### src/rtl/mul_pkg.sv
// Shared types and defaults for the radix-4 Booth multiplier.
package mul_pkg;

  localparam int unsigned DEFAULT_WIDTH = 32;

  typedef enum logic [1:0] {
    IDLE,
    CALC,
    DONE
  } state_e;

  typedef enum logic [2:0] {
    ZERO,
    POS1,
    POS2,
    NEG1,
    NEG2
  } booth_digit_e;

endpackage

### src/rtl/booth_mul_encoder.sv
// Radix-4 Booth recoder: maps the bit triple {q[2i+1], q[2i], q[2i-1]} to a digit.
module booth_encoder
  import mul_pkg::*;
(
  input  logic [2:0]   triple,
  output booth_digit_e digit_c
);

  // Pure lookup of the Booth digit for the current triple.
  always_comb begin
    digit_c = ZERO;
    unique case (triple)
      3'b001, 3'b010: digit_c = POS1;
      3'b011:         digit_c = POS2;
      3'b100:         digit_c = NEG2;
      3'b101, 3'b110: digit_c = NEG1;
      default:        digit_c = ZERO;
    endcase
  end

endmodule

### src/rtl/booth_mul.sv
// Sequential signed WIDTHxWIDTH multiplier, radix-4 Booth, two multiplier bits per cycle.
module booth_mul
  import mul_pkg::*;
#(
  parameter int unsigned WIDTH = DEFAULT_WIDTH
) (
  input  logic             clk,
  input  logic             resetn,
  input  logic             start,
  input  logic [WIDTH-1:0] M,
  input  logic [WIDTH-1:0] Q,
  output logic             busy,
  output logic             done,
  output logic [WIDTH-1:0] product_lo,
  output logic [WIDTH-1:0] product_hi
);

  // Two guard bits let +/-2M of the most negative multiplicand fit.
  localparam int unsigned AW    = WIDTH + 2;
  localparam int unsigned QW    = WIDTH + 1;
  localparam int unsigned STEPS = WIDTH / 2;
  localparam int unsigned CW    = (STEPS > 1) ? $clog2(STEPS) : 1;

  state_e           state;
  state_e           state_next;
  logic [CW-1:0]    count;
  logic [AW-1:0]    acc;
  logic [AW-1:0]    mcand;
  logic [QW-1:0]    mplier;

  booth_digit_e     digit_c;
  logic [AW-1:0]    addend_c;
  logic [AW-1:0]    sum_c;
  logic [AW+QW-1:0] shifted_c;
  logic             last_step_c;

  booth_encoder u_enc (
    .triple  (mplier[2:0]),
    .digit_c (digit_c)
  );

  // Select the partial product for this step in AW-bit two's complement.
  always_comb begin
    addend_c = '0;
    unique case (digit_c)
      POS1:    addend_c = mcand;
      POS2:    addend_c = {mcand[AW-2:0], 1'b0};
      NEG1:    addend_c = AW'(-mcand);
      NEG2:    addend_c = AW'(-{mcand[AW-2:0], 1'b0});
      default: addend_c = '0;
    endcase
  end

  // Add then arithmetic-shift {acc, multiplier} right by two.
  always_comb begin
    sum_c       = acc + addend_c;
    shifted_c   = $signed({sum_c, mplier}) >>> 2;
    last_step_c = (count == CW'(STEPS - 1));
  end

  // State register.
  always_ff @(posedge clk) begin
    if (!resetn) state <= IDLE;
    else         state <= state_next;
  end

  // Next-state logic.
  always_comb begin
    state_next = state;
    unique case (state)
      IDLE:    if (start) state_next = CALC;
      CALC:    if (last_step_c) state_next = DONE;
      DONE:    state_next = IDLE;
      default: state_next = IDLE;
    endcase
  end

  // Datapath, counter and registered status outputs.
  always_ff @(posedge clk) begin
    if (!resetn) begin
      count      <= '0;
      acc        <= '0;
      mcand      <= '0;
      mplier     <= '0;
      product_lo <= '0;
      product_hi <= '0;
      busy       <= 1'b0;
      done       <= 1'b0;
    end else begin
      busy <= (state_next != IDLE);
      done <= (state_next == DONE);
      unique case (state)
        IDLE: begin
          if (start) begin
            mcand  <= {{2{M[WIDTH-1]}}, M};
            mplier <= {Q, 1'b0};
            acc    <= '0;
            count  <= '0;
          end
        end
        CALC: begin
          acc    <= shifted_c[AW+QW-1:QW];
          mplier <= shifted_c[QW-1:0];
          count  <= count + CW'(1);
          // Product sits one bit above the bottom; bit 0 is the spent top bit of Q.
          if (last_step_c) begin
            product_hi <= shifted_c[QW+WIDTH-1:QW];
            product_lo <= shifted_c[WIDTH:1];
          end
        end
        default: ;
      endcase
    end
  end

endmodule

### config.mk
export PLATFORM = sky130hd
export DESIGN_NAME = booth_mul
export DESIGN_NICKNAME = d
export VERILOG_FILES = /design/src/rtl/mul_pkg.sv /design/src/rtl/booth_mul_encoder.sv /design/src/rtl/booth_mul.sv
export SDC_FILE = /design/constraint.sdc
export NUM_CORES = 1
export LEC_CHECK = 0
export CORE_MARGIN = 4
export CORE_UTILIZATION = 60
export DETAILED_ROUTE_END_ITERATION = 8
export PLACE_DENSITY = 0.88
export SKIP_LAST_GASP = 1
export SYNTH_ARGS = -nofsm -noshare
export SYNTH_HDL_FRONTEND = slang
export SYNTH_SLANG_ARGS = --single-unit
### constraint.sdc
create_clock -name clk -period 16.35 [get_ports clk]
set_input_delay 3.27 -clock clk [delete_from_list [all_inputs] [get_ports clk]]
set_output_delay 3.27 -clock clk [all_outputs]
set_load 0.01 [all_outputs]
* Yosys cells after proc, flatten, opt, wreduce, memory -nomap -nowiden *
Cells that the tools add are included.

word-level totals
  bits in writable memories = 0
  word-level logic and storage cells = 46
  memories kept = 0
  ROM bits = 0
  input bits = 67
  latch bits = 0
  register bits after elaboration = 171

operators by class
  multiply operators = 0
  reductions and logical operators = 8
  bitwise logic cells = 0
  equality and inequality tests = 14
  mux-type cells = 11
  add/sub/neg operators = 4
  order comparisons = 0
  shift-type cells = 0
  div/mod/pow operators = 0

operator list
  operator                                              number
  one-hot mux 34 bit (4 select lines)                   1
  negation 34 bit                                       2
  one-hot mux 34 bit (2 select lines)                   1
  one-hot mux 33 bit (2 select lines)                   1
  adder 34 bit                                          1
  two-way mux 34 bit                                    1
  two-way mux 33 bit                                    1
  equality test 3 x 2 -> 1 bit (second input constant)  4
  equality test 3 bit (second input constant)           4
  one-hot mux 3 bit (4 select lines)                    1
  one-hot mux 4 bit (2 select lines)                    1
  equality test 3 x 1 -> 1 bit (second input constant)  2
  AND reduction 2 bit                                   3
  adder 4 x 1 -> 4 bit (second input constant)          1
  equality test 4 bit (second input constant)           1
  two-way mux 2 bit                                     2
  two-way mux 4 bit                                     1
  one-hot mux 2 bit (2 select lines)                    1
  nonzero test 2 bit                                    2
  OR reduction 2 bit                                    2
  equality test 2 x 1 -> 1 bit (second input constant)  1
  equality test 2 bit (second input constant)           1
  logical NOT 2 bit                                     1
  != test 2 bit (second input constant)                 1

* Longest topological paths before layout *
Gate-level depths: netlist (run 1).

  word-level depth = 7
  gate-level depth with buffers = 21
  mapped depth without buffers = 21

* Cells and area by module *
A second synthesis (run 1) with hierarchy kept.

second synthesis, totals
  cells, all modules = 1263
  area total of the unflattened synthesis = 9462.8 um2

by module, submodules not included
  module         cells each  instances  area each (um2)
  booth_mul      1259        1          9429.0
  booth_encoder  4           1          33.8

* Worst setup path after synthesis (run 1) *
OpenSTA, ideal clock, no wires.

  path type = register to register
  start = register mcand[6]
  end = register product_hi[30]
  slack = 11.165 ns
  cell stages (with the launch flop) = 22
  arrival = 5.100 ns
  path buffers = 2
  cell sequence = dfxtp_1 > buf_6 > or4_4 > or4_4 > or3_4 > or3_4 > or3_4 > nand2_4 > xnor2_2 > a221oi_2 > a31oi_1 > ha_1 > clkbuf_1 > a21oi_1 > o21a_1 > o21ai_0 > a21oi_1 > o21ai_0 > a41o_1 > o311ai_0 > xor2_1 > a211oi_1

between the ends
  cells in the longest elaborated chain, start to end = 3
  elaborated cells between the ends (all ways) = 4
  those cells by class = 3 x add/sub; 1 x mux

RTL lines
  element                                    line                              RTL
  start, declared                            booth_mul.sv:28                   logic [AW-1:0] mcand;
  start signal, assigned                     booth_mul.sv:95                   mcand <= {{2{M[WIDTH-1]}}, M};
  negation 34 bit, on equally long branches  booth_mul.sv:48, booth_mul.sv:49
  one-hot mux 34 bit (4 select lines) (*)    booth_mul.sv:45                   unique case (digit_c)
  adder 34 bit (*)                           booth_mul.sv:56                   sum_c = acc + addend_c;
  end signal, assigned                       booth_mul.sv:107                  product_hi <= shifted_c[QW+WIDTH-1:QW];
  end, declared                              booth_mul.sv:15                   output logic [WIDTH-1:0] product_hi

Mark *: on every way between the ends. The rest lies on a longest branch, timed or not.
A chain may end at the register's enable or synchronous reset.

* Final worst setup path (run 1) *
  start = register mcand[1]
  end = register product_hi[30]

Same word-level chain as after synthesis.

==> reports/results.ini, run 1 <==
[timing]
min_period_over_period = 0.355
maxSlewViolCount = 0
setup_tns_ps = 0
max-slew-margin-rel = 0.226
fmax_mhz = 172
grt_setup_unrepaired = no
final-setup-viol-count = 0
hold_viol_final = 0
finalCriticalPeriod_ps = 5800
finClkSkew_ps = 8.90
max_slew.worst_pin.slew_ps = 1130

[routing]
avgViaCountPerCell = 6.21
wl_met1_um = 11300
drc = 0
ant_nets = 0
met3_length_um = 2190
maxUsedRoutingLayer = met4
wl_per_cell_um = 17.7
vias = 9717
dr_wl_met2_um = 13300
dr.first_iter.drc_count = 1092
first_pass_iters = 6
drt-total-wl_um = 27800

[cells_and_area]
final_nets = 1439
area_delta_synth_final_pct = 18.9
final_layout_size_suffix_gt1_frac = 0.0534
final_common_cell = nand2_1
final_cell_mix = nand2_1, dfxtp_1, a21oi_1, clkdlybuf4s50_1, o21ai_0
fillers = 1248
stdcell_count = 1565
diodes = 0

[clock_network]
clk_pin_slew_ps = 70
cts_resized = 0
cts_setup_buffers = 0
cts_tree = built
htree_levels = 4
numCtsBuffers = 17
cts_hold_buffers = 0
clockBufferDepth = 2
cts.sinks = 169
clock_latency_ps = 440
clockRootBuffer = clkbuf_16

[worst_setup_path]
worstSetupStartpointType = register
critPathMaxFanout = 7
worstPathArrival_ps = 6070
crit_chain = inv_1, ha_1, nand2b_1, nor3_1, nand3b_1, or4b_2, xor2_1, a221oi_1, a21oi_1, ha_1, a21oi_1, o21ai_0, a2111oi_0, o21ai_0, a41o_1, o311ai_0, xor2_1, a211oi_1
critPathBufInv = 1
slowest_delay_ps = 730
reg2reg_depth = 18
required_ps = 16620
reg2reg_slack_ps = 10550
r2r_end = product_hi[30]
end_kind = register
r2r-start = mcand[1]
cp_top_family = compound AO/OA/AOI/OAI gates
crit_type = register to register
slowest_stage = or4b_2

[power]
p_total_mw = 1.09
clockPowerShare = 0.374
p_leak_nw = 4.21
ir_worst_vdd_uv = 76.3
sw_frac_of_total = 0.317
switchingPower_mw = 0.345
powerDensity_nw_per_um2 = 94.7
pwr-share-comb = 0.215
seqPwrFrac = 0.411
intPower_mw = 0.744

[hold_path]
min-delay-start = product_hi[14]
holdPathEnd = product_hi[14]
hold_path.class = register to register
holdPathStages = 2

[grt]
overflow = 0
grt_usage = 0.300
antenna_found_initial = 0
grt_start_max_net_pins = 96
grt_pass1_wl_um = 45000
grt_pass1_vias = 9078

[floorplanning]
dieHeight_um = 135
core_area_um2 = 15800
io_pins = 133
dieArea_um2 = 18200
start_util = 0.611
rows = 46
floorplan.die.width_um = 135

[logic_synthesis]
ys.flop_type = dfxtp_1
seq_area_frac_synth = 0.350
syn-cell-area_um2 = 9680
syn_area_per_cell_um2 = 7.62
synth_edf_count = 0
synthArstFlopShare = 0
yosys.cell_types.count = 78
synth-seq-cells = 169
netlist_instances = 1269
syn_nets = 1372
synth_warnings = 0

[placed_design]
io_buffers = 132
hpwl_um = 18800
dp.cells = 1533
place.gp.congestion = 0.958

[run]
drv_cap = 0

[run_status]
status = finished, final reports clean

routing by layer:
metal  up-vias  global-route usage
li1       4642                   -
met1      4568               0.382
met2       426               0.497
met3        81              0.0592
met4         0               0.128
met5         -                   0
power groups by stage:
stage | clock network [mW] | logic [mW] | registers (mW)
after detailed placement | 0 | 0.226 | 0.456
after global placement | 0 | 0.222 | 0.456
after floorplan | 0 | 0.174 | 0.448
after CTS | 0.410 | 0.230 | 0.447
after global routing | 0.426 | 0.255 | 0.450
final | 0.407 | 0.234 | 0.448
cell usage after synthesis (22+ instances only):
cell / count / area, um2
o22ai_1: 33 / 206
nand2_1: 259 / 972
dfxtp_1: 169 / 3380
nand3_1: 22 / 110
xnor2_1: 49 / 429
nor2_1: 72 / 270
a22oi_1: 29 / 218
a221oi_1: 22 / 193
o21ai_0: 86 / 430
clkbuf_1: 74 / 278
a21oi_1: 162 / 811
ha_1: 35 / 438
xor2_1: 28 / 245
cell type report:
| type | count | area [um2] | share of cell area |
|---|---|---|---|
| clock inverters | 14 | 154 | 0.0134 |
| repair buffers | 147 | 1430 | 0.125 |
| clock buffers | 18 | 439 | 0.0382 |
| well taps | 216 | 270 | 0.0235 |
| flip-flops and latches | 169 | 3380 | 0.294 |
| multi-input cells | 980 | 5740 | 0.499 |
| inverters | 21 | 80.1 | 0.00696 |
kinds of logic (layout without fill, tap and decap cells):
kind of cell,count (synthesis),count (layout),synth area share
AO/OA/AOI/OAI,419,419,0.263
AND/OR/NAND/NOR,439,439,0.200
XOR/XNOR,79,79,0.0737
buffers and inverters,120,200,0.0582
flip-flops,169,169,0.350
adder cells (fa/ha/maj),36,36,0.0473
multiplexers,7,7,0.00763
worst max-delay path by stage:
stage	from	end	slack, ps	depth (start not counted)
2_1_floorplan	mcand[6]	product_hi[30]	11160	21
3_3_place_gp	resetn	acc[32]	10450	7
3_5_place_dp	resetn	acc[32]	10350	7
4_1_cts	mcand[1]	product_hi[30]	10690	18
5_1_grt	mcand[1]	product_hi[30]	10100	18
6_report	mcand[1]	product_hi[30]	10550	18
sequential cells by signal (all words and copies together) (netlist names):
signal / count
acc: 32
count: 4
product_lo: 32
busy: 1
mplier: 33
mcand: 32
product_hi: 32
done: 1
state: 2
tightest hold or removal path: cells and delay by family, from the launching register on:
kind	cells	cell delay [ps]
AO/OA/AOI/OAI	1	50
flip-flops	1	310
AND/OR/NAND/NOR	1	50
metrics by stage:
stage	hold WS [ps]	utilization	setup WS [ps]	instance area, um2
6_report	451	0.727	10550	11500
5_1_grt	475	0.727	10100	11500
4_1_cts	455	0.727	10690	11500
3_5_place_dp	445	0.689	10350	10900
3_3_place_gp	442	0.689	10450	10900
2_1_floorplan	432	-	11160	9680
Power figures use the tool's default switching activity.
==> run 2, diff against run 1 <==
CORE_UTILIZATION = 56   (was 60)
PLACE_DENSITY = 0.83   (was 0.88)
clock period = 5.88 ns   (was 16.35 ns; I/O delays follow)
==> run 2 against run 1 <==
Sequential share of layout area fell by 0.18 points. Combinational power rose to 2.8 times the previous value. Largest cell class unchanged. Critical endpoint is now product_hi[31]. Total power rose to 2.8 times the previous value. Register-to-register slack got worse by 10000 ps. Critical path type unchanged. Cell count rose by 0.45%. Die area rose by 6.7%. Sequential power rose to 2.8 times the previous value. Core utilization fell by 3.6 points.
==> reports/results.ini, run 2 (synthesis results as in run 1) <==
[run_status]
status = finished, final reports clean

[clock_network]
clk_pin_slew_ps = 70
htree_levels = 4
clockRootBuffer = clkbuf_16
cts.sinks = 169
numCtsBuffers = 17
clock_latency_ps = 430
cts_setup_buffers = 0
clockBufferDepth = 2
cts_tree = built

[routing]
wl_per_cell_um = 17.6
ant_nets = 0
drt-total-wl_um = 27600
vias = 9508
drc = 0
dr.first_iter.drc_count = 931
avgViaCountPerCell = 6.05
first_pass_iters = 5

[cells_and_area]
regArea_um2 = 3380
fillers = 1414
final_common_cell = nand2_1
largest_reg_flops = 33
fin_area_um2 = 11600
top_register = mplier
final_nets = 1442
final_layout_size_suffix_gt1_frac = 0.0577
diodes = 0
final_cell_mix = nand2_1, dfxtp_1, a21oi_1, clkdlybuf4s50_1, o21ai_0
area_delta_synth_final_pct = 19.6
multi_input_comb_area_um2 = 5750

[timing]
hold_viol_final = 0
finalCriticalPeriod_ps = 5540
fmax_mhz = 181
grt_setup_unrepaired = no
max_slew.worst_pin.slew_ps = 1150
hold_ws_ps = 453
max-slew-margin-rel = 0.231
final-setup-viol-count = 0
min_period_over_period = 0.941
maxSlewViolCount = 0
setup_tns_ps = 0
finClkSkew_ps = 11.7

[grt]
antenna_found_initial = 0
grt_pass1_wl_um = 44900
grt_start_max_net_pins = 94
grt_usage = 0.278
overflow = 0
grt_pass1_vias = 9041

[placed_design]
hpwl_um = 19100
place.gp.congestion = 0.983
io_buffers = 132
place_area_um2 = 10900

[worst_setup_path]
crit_type = register to register
worstSetupStartpointType = register
critPathBufInv = 0
cp_common_cell = or3_4
slowest_stage = or4_4
worstPathArrival_ps = 5910
slowest_delay_ps = 560
cp_top_family = simple AND/OR/NAND/NOR gates
required_ps = 6250
critPathMaxFanout = 9
crit_chain = or4_4, or4_4, or3_4, or3_4, or3_4, nand2_4, xnor2_2, a221oi_2, a31oi_1, ha_1, a21oi_2, o211ai_1, a21boi_0, o21ai_0, o31ai_2, a31o_2, xnor3_1, o21a_1, nor2_1
end_kind = register

[floorplanning]
rows = 47
floorplan.die.width_um = 139
start_util = 0.577
dieArea_um2 = 19400
io_pins = 133
dieHeight_um = 139
core_area_um2 = 16800

[hold_path]
hold_path.class = register to register

[run]
drv_cap = 0

[power]
pwr-share-comb = 0.211
clockPowerShare = 0.382
sw_frac_of_total = 0.322
powerDensity_nw_per_um2 = 265
ir_worst_vdd_uv = 247
p_leak_nw = 4.24
switchingPower_mw = 0.985
intPower_mw = 2.08
seqPwrFrac = 0.407

==> run 2: stage by stage <==
step / utilization / std cells / setup WS (ps) / total power [mW]
floorplan: - / 1269 / 695 / 1.73
global placement: 0.653 / 1540 / 380 / 1.89
detailed placement: 0.653 / 1540 / 248 / 1.90
CTS: 0.690 / 1572 / 172 / 3.06
global route: 0.690 / 1572 / 5.43 / 3.20
finish: 0.690 / 1572 / 344 / 3.06
==> run 2: worst min-delay path, delay by kind of cell (launching register included) <==
family,cells,cell delay (ps)
compound gates,1,50
flops,1,310
simple gates,1,50
==> run 2: metal layers <==
layer	GRT usage	vias to the layer above	part of all wire
met2	0.462	382	0.48
met5	0	-	0
met4	0.0994	0	0.029
met3	0.0607	44	0.070
met1	0.357	4438	0.42
li1	-	4644	-
==> run 2: path summary, 6_finish.rpt <==
kind	start	endpoint	slack, ps	cells after the start
min	product_hi[14]	product_hi[14]	450	2
max reg2reg	mcand[6]	product_hi[31]	340	19
max	mcand[6]	product_hi[31]	340	19
min reg2reg	product_hi[14]	product_hi[14]	450	2
==> run 2: cell type report <==
cell class / count / share of cell area
sequential: 169 / 0.292
timing repair buffer: 150 / 0.126
tap: 220 / 0.0238
clock buffer: 17 / 0.0368
multi-input combinational: 980 / 0.497
clock inverter: 15 / 0.0173
inverter: 21 / 0.00692
==> run 2: power groups by stage <==
stage / clock [mW] / combinational [mW] / sequential (mW)
6_report: 1.17 / 0.646 / 1.25
3_5_place_dp: 0 / 0.629 / 1.27
5_1_grt: 1.23 / 0.708 / 1.25
2_1_floorplan: 0 / 0.483 / 1.25
4_1_cts: 1.18 / 0.635 / 1.24
3_3_place_gp: 0 / 0.618 / 1.27
==> run 2: what timing repair did <==
action	4_1_cts	5_1_grt
resized for setup	0	2
hold buffers	0	0
setup endpoints to repair	0	7
==> run 3, diff against run 2 <==
CTS_CLUSTER_DIAMETER = 60   (was unset)
==> results of run 3 <==
The final DEF is identical to that of run 2; final timing and power are the same.
